`src/rtl/intr_entry_sequencer_if.sv`:
```
// Bundle of the CU / ports-block / data-memory signals seen by the
// interrupt entry sequencer. "master" is the sequencer side, "slave" is
// the surrounding CPU (control unit, ports block and data memory).
interface intr_entry_sequencer_if;
    // Requests and status coming into the sequencer
    logic       intr_flag;
    logic       instr_boundary;
    logic       rti_done;
    logic [7:0] pc_in;
    logic [7:0] sp_in;
    logic       mem_ack;
    logic [7:0] mem_rdata;

    // Pipeline, memory and PC controls driven by the sequencer
    logic       stall;
    logic       flush;
    logic       mem_req;
    logic       mem_we;
    logic [7:0] mem_addr;
    logic [7:0] mem_wdata;
    logic       sp_dec;
    logic       pc_load;
    logic [7:0] pc_load_val;
    logic       intr_clear;
    logic       in_isr;

    modport master (
        input  intr_flag,
        input  instr_boundary,
        input  rti_done,
        input  pc_in,
        input  sp_in,
        input  mem_ack,
        input  mem_rdata,
        output stall,
        output flush,
        output mem_req,
        output mem_we,
        output mem_addr,
        output mem_wdata,
        output sp_dec,
        output pc_load,
        output pc_load_val,
        output intr_clear,
        output in_isr
    );

    modport slave (
        output intr_flag,
        output instr_boundary,
        output rti_done,
        output pc_in,
        output sp_in,
        output mem_ack,
        output mem_rdata,
        input  stall,
        input  flush,
        input  mem_req,
        input  mem_we,
        input  mem_addr,
        input  mem_wdata,
        input  sp_dec,
        input  pc_load,
        input  pc_load_val,
        input  intr_clear,
        input  in_isr
    );
endinterface

```
`src/rtl/intr_entry_sequencer.sv`:
```
// Hardware interrupt entry sequencer.
//
//   state | meaning
//   ------+-----------------------------------------------------------
//   IDLE  | waiting for a pending interrupt at an instruction boundary
//   DRAIN | pipeline frozen while in-flight work drains (first cycle flushes)
//   PUSH  | writing the return PC to the stack at SP
//   VEC   | reading the ISR start address from VEC_ADDR
//   JUMP  | loading the PC with the vector, clearing the pending flag
//
// Every output is a register written on the same edge as the state
// transition, so nothing combinational runs from the inputs to the outputs.
// The stack address is captured from sp_in on entry to PUSH and held
// until the write is acknowledged.
module intr_entry_sequencer #(
    parameter logic [7:0]  VEC_ADDR     = 8'hFF,
    parameter int unsigned DRAIN_CYCLES = 3
) (
    input logic                     clk,
    input logic                     rst,
    intr_entry_sequencer_if.master  bus
);

    typedef enum logic [2:0] {
        IDLE  = 3'd0,
        DRAIN = 3'd1,
        PUSH  = 3'd2,
        VEC   = 3'd3,
        JUMP  = 3'd4
    } state_t;

    // The counter is loaded with N-1 so that the DRAIN dwell is exactly N cycles.
    localparam logic [3:0] DRAIN_LOAD = 4'(DRAIN_CYCLES - 1);

    state_t     state;
    logic [3:0] counter;
    logic [7:0] ret_pc;
    logic [7:0] vector;

    // The last fetched vector stays visible after JUMP.
    assign bus.pc_load_val = vector;

    // Sequencer state, internal registers and registered outputs.
    always_ff @(posedge clk) begin
        if (!rst) begin
            state          <= IDLE;
            counter        <= 4'd0;
            ret_pc         <= 8'h00;
            vector         <= 8'h00;
            bus.stall      <= 1'b0;
            bus.flush      <= 1'b0;
            bus.mem_req    <= 1'b0;
            bus.mem_we     <= 1'b0;
            bus.mem_addr   <= 8'h00;
            bus.mem_wdata  <= 8'h00;
            bus.sp_dec     <= 1'b0;
            bus.pc_load    <= 1'b0;
            bus.intr_clear <= 1'b0;
            bus.in_isr     <= 1'b0;
        end else begin
            // Single-cycle pulses return low unless a transition below raises them.
            bus.flush      <= 1'b0;
            bus.sp_dec     <= 1'b0;
            bus.pc_load    <= 1'b0;
            bus.intr_clear <= 1'b0;

            // RTI releases the mask; the JUMP branch below overrides it when both coincide.
            if (bus.rti_done) begin
                bus.in_isr <= 1'b0;
            end

            case (state)
                IDLE: begin
                    if (bus.intr_flag && bus.instr_boundary && !bus.in_isr) begin
                        ret_pc    <= bus.pc_in;
                        counter   <= DRAIN_LOAD;
                        state     <= DRAIN;
                        bus.stall <= 1'b1;
                        bus.flush <= 1'b1;
                    end
                end

                DRAIN: begin
                    if (counter == 4'd0) begin
                        state         <= PUSH;
                        bus.mem_req   <= 1'b1;
                        bus.mem_we    <= 1'b1;
                        bus.mem_addr  <= bus.sp_in;
                        bus.mem_wdata <= ret_pc;
                    end else begin
                        counter <= counter - 4'd1;
                    end
                end

                PUSH: begin
                    if (bus.mem_ack) begin
                        state         <= VEC;
                        bus.sp_dec    <= 1'b1;
                        bus.mem_we    <= 1'b0;
                        bus.mem_addr  <= VEC_ADDR;
                        bus.mem_wdata <= 8'h00;
                    end
                end

                VEC: begin
                    if (bus.mem_ack) begin
                        vector         <= bus.mem_rdata;
                        state          <= JUMP;
                        bus.stall      <= 1'b0;
                        bus.mem_req    <= 1'b0;
                        bus.mem_addr   <= 8'h00;
                        bus.pc_load    <= 1'b1;
                        bus.intr_clear <= 1'b1;
                    end
                end

                JUMP: begin
                    bus.in_isr <= 1'b1;
                    state      <= IDLE;
                end

                default: begin
                    state         <= IDLE;
                    bus.stall     <= 1'b0;
                    bus.mem_req   <= 1'b0;
                    bus.mem_we    <= 1'b0;
                    bus.mem_addr  <= 8'h00;
                    bus.mem_wdata <= 8'h00;
                end
            endcase
        end
    end

endmodule
```
`src/flat_wrapper.sv`:
```
// flat-port wrapper written by rule: the top's interface ports become plain ports
module intr_entry_sequencer_flat 
#(
    parameter logic [7:0]  VEC_ADDR     = 8'hFF,
    parameter int unsigned DRAIN_CYCLES = 3
)
  (clk, rst, bus_intr_flag, bus_instr_boundary, bus_rti_done, bus_pc_in, bus_sp_in, bus_mem_ack, bus_mem_rdata, bus_stall, bus_flush, bus_mem_req, bus_mem_we, bus_mem_addr, bus_mem_wdata, bus_sp_dec, bus_pc_load, bus_pc_load_val, bus_intr_clear, bus_in_isr);
  intr_entry_sequencer_if bus_i ();
  input logic clk;
  input logic rst;
  input wire logic [$bits(bus_i.intr_flag)-1:0] bus_intr_flag;
  input wire logic [$bits(bus_i.instr_boundary)-1:0] bus_instr_boundary;
  input wire logic [$bits(bus_i.rti_done)-1:0] bus_rti_done;
  input wire logic [$bits(bus_i.pc_in)-1:0] bus_pc_in;
  input wire logic [$bits(bus_i.sp_in)-1:0] bus_sp_in;
  input wire logic [$bits(bus_i.mem_ack)-1:0] bus_mem_ack;
  input wire logic [$bits(bus_i.mem_rdata)-1:0] bus_mem_rdata;
  output wire logic [$bits(bus_i.stall)-1:0] bus_stall;
  output wire logic [$bits(bus_i.flush)-1:0] bus_flush;
  output wire logic [$bits(bus_i.mem_req)-1:0] bus_mem_req;
  output wire logic [$bits(bus_i.mem_we)-1:0] bus_mem_we;
  output wire logic [$bits(bus_i.mem_addr)-1:0] bus_mem_addr;
  output wire logic [$bits(bus_i.mem_wdata)-1:0] bus_mem_wdata;
  output wire logic [$bits(bus_i.sp_dec)-1:0] bus_sp_dec;
  output wire logic [$bits(bus_i.pc_load)-1:0] bus_pc_load;
  output wire logic [$bits(bus_i.pc_load_val)-1:0] bus_pc_load_val;
  output wire logic [$bits(bus_i.intr_clear)-1:0] bus_intr_clear;
  output wire logic [$bits(bus_i.in_isr)-1:0] bus_in_isr;
  assign bus_i.intr_flag = bus_intr_flag;
  assign bus_i.instr_boundary = bus_instr_boundary;
  assign bus_i.rti_done = bus_rti_done;
  assign bus_i.pc_in = bus_pc_in;
  assign bus_i.sp_in = bus_sp_in;
  assign bus_i.mem_ack = bus_mem_ack;
  assign bus_i.mem_rdata = bus_mem_rdata;
  assign bus_stall = bus_i.stall;
  assign bus_flush = bus_i.flush;
  assign bus_mem_req = bus_i.mem_req;
  assign bus_mem_we = bus_i.mem_we;
  assign bus_mem_addr = bus_i.mem_addr;
  assign bus_mem_wdata = bus_i.mem_wdata;
  assign bus_sp_dec = bus_i.sp_dec;
  assign bus_pc_load = bus_i.pc_load;
  assign bus_pc_load_val = bus_i.pc_load_val;
  assign bus_intr_clear = bus_i.intr_clear;
  assign bus_in_isr = bus_i.in_isr;
  intr_entry_sequencer #(.VEC_ADDR(VEC_ADDR), .DRAIN_CYCLES(DRAIN_CYCLES)) u_core (.clk(clk), .rst(rst), .bus(bus_i));
endmodule
```
`config.mk`:
```
export PLATFORM = sky130hd
export DESIGN_NAME = intr_entry_sequencer_flat
export DESIGN_NICKNAME = d
export VERILOG_FILES = /design/src/rtl/intr_entry_sequencer_if.sv /design/src/rtl/intr_entry_sequencer.sv /design/src/flat_wrapper.sv
export SDC_FILE = /design/constraint.sdc
export NUM_CORES = 1
export LEC_CHECK = 0
export CAP_MARGIN = 20
export CELL_PAD_IN_SITES_DETAIL_PLACEMENT = 1
export CELL_PAD_IN_SITES_GLOBAL_PLACEMENT = 2
export CORE_ASPECT_RATIO = 0.6
export CORE_MARGIN = 1.5
export CORE_UTILIZATION = 24
export DETAILED_ROUTE_END_ITERATION = 6
export PLACE_DENSITY = 0.8
export SYNTH_ARGS = -nofsm -noshare
export SYNTH_HDL_FRONTEND = slang
export SYNTH_SLANG_ARGS = --single-unit
```
`constraint.sdc`:
```
create_clock -name clk -period 1.8 [get_ports clk]
set_input_delay 0.36 -clock clk [delete_from_list [all_inputs] [get_ports clk]]
set_output_delay 0.36 -clock clk [all_outputs]
set_load 0.01 [all_outputs]
```
==> results.yml <==
sta:
  worst_clock_skew_ns: 0.00265
  maxSlewViolCount: 0
  max_freq_mhz: 582
  finalCriticalPeriod_ns: 1.72
  fin_crit_sh_pct: 95.4
  final_hold_viol_count: 0
  worst_pin_slew_ns: 0.450
  slew_headroom_pct: 70.0
  rsz0062_at_grt: "false"
  setup_viol: 0
  worst_hold_slack_ns: 0.458
synth:
  yosysWarnings: 0
  ys.flop_type: "dfxtp_1"
  syn_nets: 267
  ys_types: 41
  synthesis.area_mm2: 0.00201
  synth_top_cell_area_share_pct: 45.8
  synth_edf_count: 0
  async_reset_ff_share_pct: 0
  seq_area_frac_synth_pct: 45.8
  syn_area_per_cell_um2: 8.56
  synth.largest_area_cell: "dfxtp_1"
  synthTopCellsByArea: "dfxtp_1, nand2_1, a21oi_1"
  ys_ff_latch: 46
  synthesis.instances: 235
worst_setup_path:
  critPathLaunchType: "flop"
  path_max_fanout: 8
  slowest_delay_ns: 0.43
  cp_slowest_cell: "a211o_4"
  path_class: "flop to flop"
  reg2reg_setup_slack_ns: 0.08
  path_cells: "inv_1, ha_1, or3b_4, a211o_4, mux2i_1"
  crit_buf_inv: 1
  crit_arrival_ns: 1.89
  worstPathRequired_ns: 1.97
  cp_top_family: "compound AO/OA/AOI/OAI gates"
  worst_setup_path_end_kind: "flop"
clock_tree:
  cts.sinks: 46
  cts.path.max_buffers: 2
  cts_tree: "yes"
  cts_hold_buf: 0
  path_clk_slew_ns: 0.06
  h-tree-depth: 2
  cts.root.buffer_cell: "clkbuf_16"
  cts_made_buffers: 5
  insertion_delay_ns: 0.29
layout:
  instances_no_fill: 414
  final_common_cell: "clkdlybuf4s50_1"
  n_antenna_cell: 0
  nNetsFinal: 337
  syn2layout_area_growth_pct: 50.3
  layout_common_cells: "clkdlybuf4s50_1, dfxtp_1, nand2_1"
  postLayoutCoreUtil_pct: 37.7
  drive_gt1_share_pct: 11.1
  fillers: 958
detailed_routing:
  postRouteAntennaNets: 0
  wirelength_um: 6160
  wl_per_cell_um: 14.9
  drc: 0
  drtIter0Drc: 49
  drtPass1Iterations: 4
  vias_per_cell: 4.66
  vias: 1931
global_routing:
  grt_max_degree: 28
  grt_pass1_vias: 1925
  grt-ovfl-total: 0
  grt_first_pass_wirelength_um: 10000
  antenna_found_initial: 0
  track_usage_pct: 14.6
run:
  maxCapViolations: 0
min_path:
  min_path_type: "flop to flop"
placement:
  globalplace.congestion: 0.822
  place_hpwl_um: 4470
  dp_cells: 405
  io_buffers: 61
floorplanning:
  io_pins: 62
  die_area_mm2: 0.00895
  start_util_pct: 25.1
  die_w_um: 121
  die_y_um: 73.9
  coreArea_mm2: 0.00801
  rows: 25
outcome:
  status: "complete, no violations"
power:
  p_per_area_mw_per_mm2: 887
  peakVddDrop_uv: 337
  leakage_nw: 1.12
==> flip-flops by register name, summed over array words and instances (netlist names) <==
signal and flops:
u_core.bus.stall 1, u_core.bus.mem_we 1, u_core.bus.flush 1, u_core.bus.pc_load_val 8
u_core.bus.sp_dec 1, u_core.ret_pc 8, u_core.state 3, u_core.bus.pc_load 1
u_core.bus.mem_wdata 8, u_core.counter 4, u_core.bus.mem_addr 8, u_core.bus.in_isr 1
u_core.bus.mem_req 1
==> routing by layer <==
| metal | vias to the layer above | wire, um | global-route usage, % |
|---|---|---|---|
| li1 | 967 | - | - |
| met1 | 927 | 3240 | 20.5 |
| met2 | 32 | 2570 | 21.8 |
| met3 | 5 | 305 | 4.58 |
| met4 | 0 | 44 | 3.92 |
| met5 | - | 0 | 0 |
==> synth_stat cells (all sizes together) (2+ instances only) <==
cell type	number
a31oi	2
ha	2
a21oi	20
nand3b	2
buf	8
nor2	7
o211ai	3
inv	2
nor2b	5
and3b	9
nand2	46
nand4b	2
o21ai	17
mux2i	10
or3b	2
dfxtp	46
nor3b	3
clkbuf	11
o22ai	10
nand3	12
nor3	2
==> power breakdown <==
part           internal (mW)  switching, mW  leakage (nW)
Combinational          0.274          0.257         0.668
Clock                  0.657          0.390        0.0781
Sequential              1.06         0.0405         0.373
==> path summary, 6_finish.rpt <==
path | start | end | cells after the start
max | u_core.counter[1] | u_core.bus.mem_addr[2] | 5
min | u_core.bus.pc_load_val[0] | u_core.bus.pc_load_val[0] | 2
max reg2reg | u_core.counter[1] | u_core.bus.mem_addr[2] | 5
min reg2reg | u_core.bus.pc_load_val[0] | u_core.bus.pc_load_val[0] | 2
==> worst reg2reg max path, cell delays in order (launching register included) <==
cell	delay [ns]
dfxtp_1	0.34
inv_1	0.09
ha_1	0.17
or3b_4	0.42
a211o_4	0.43
mux2i_1	0.15
==> final cells by class <==
type | count | area (um^2) | area share, %
sequential | 46 | 921 | 30.5
clock inverter | 1 | 30.0 | 0.994
inverter | 3 | 11.3 | 0.373
multi-input combinational | 167 | 998 | 33.0
tap | 108 | 135 | 4.47
timing repair buffer | 82 | 793 | 26.3
clock buffer | 7 | 133 | 4.39
==> through the flow <==
stage | TNS, ns | setup WS (ns) | power [mW] | area (um^2)
after CTS | 0 | 0.0124 | 2.69 | 3010
after global routing | 0 | 0.0135 | 2.80 | 3020
after detailed placement | -0.378 | -0.0407 | 1.62 | 2830
after global placement | -0.0825 | -0.0149 | 1.62 | 2830
final | 0 | 0.0831 | 2.68 | 3020
after floorplan | 0 | 0.114 | 1.39 | 2010
==> cells by family after synthesis <==
family | Yosys count | share of synthesized area, %
fa+ha+maj | 2 | 1.24
buf+inv | 22 | 5.23
compound gates | 59 | 17.7
flops | 46 | 45.8
mux | 10 | 4.98
simple gates | 96 | 25.0
==> repair_timing <==
item | CTS | global route
buffers inserted | 1 | 0
resized for setup | 1 | 3
setup endpoints to repair | 12 | 8
pin swaps | 1 | 0
Note: power is estimated with default switching activity, not from simulation.
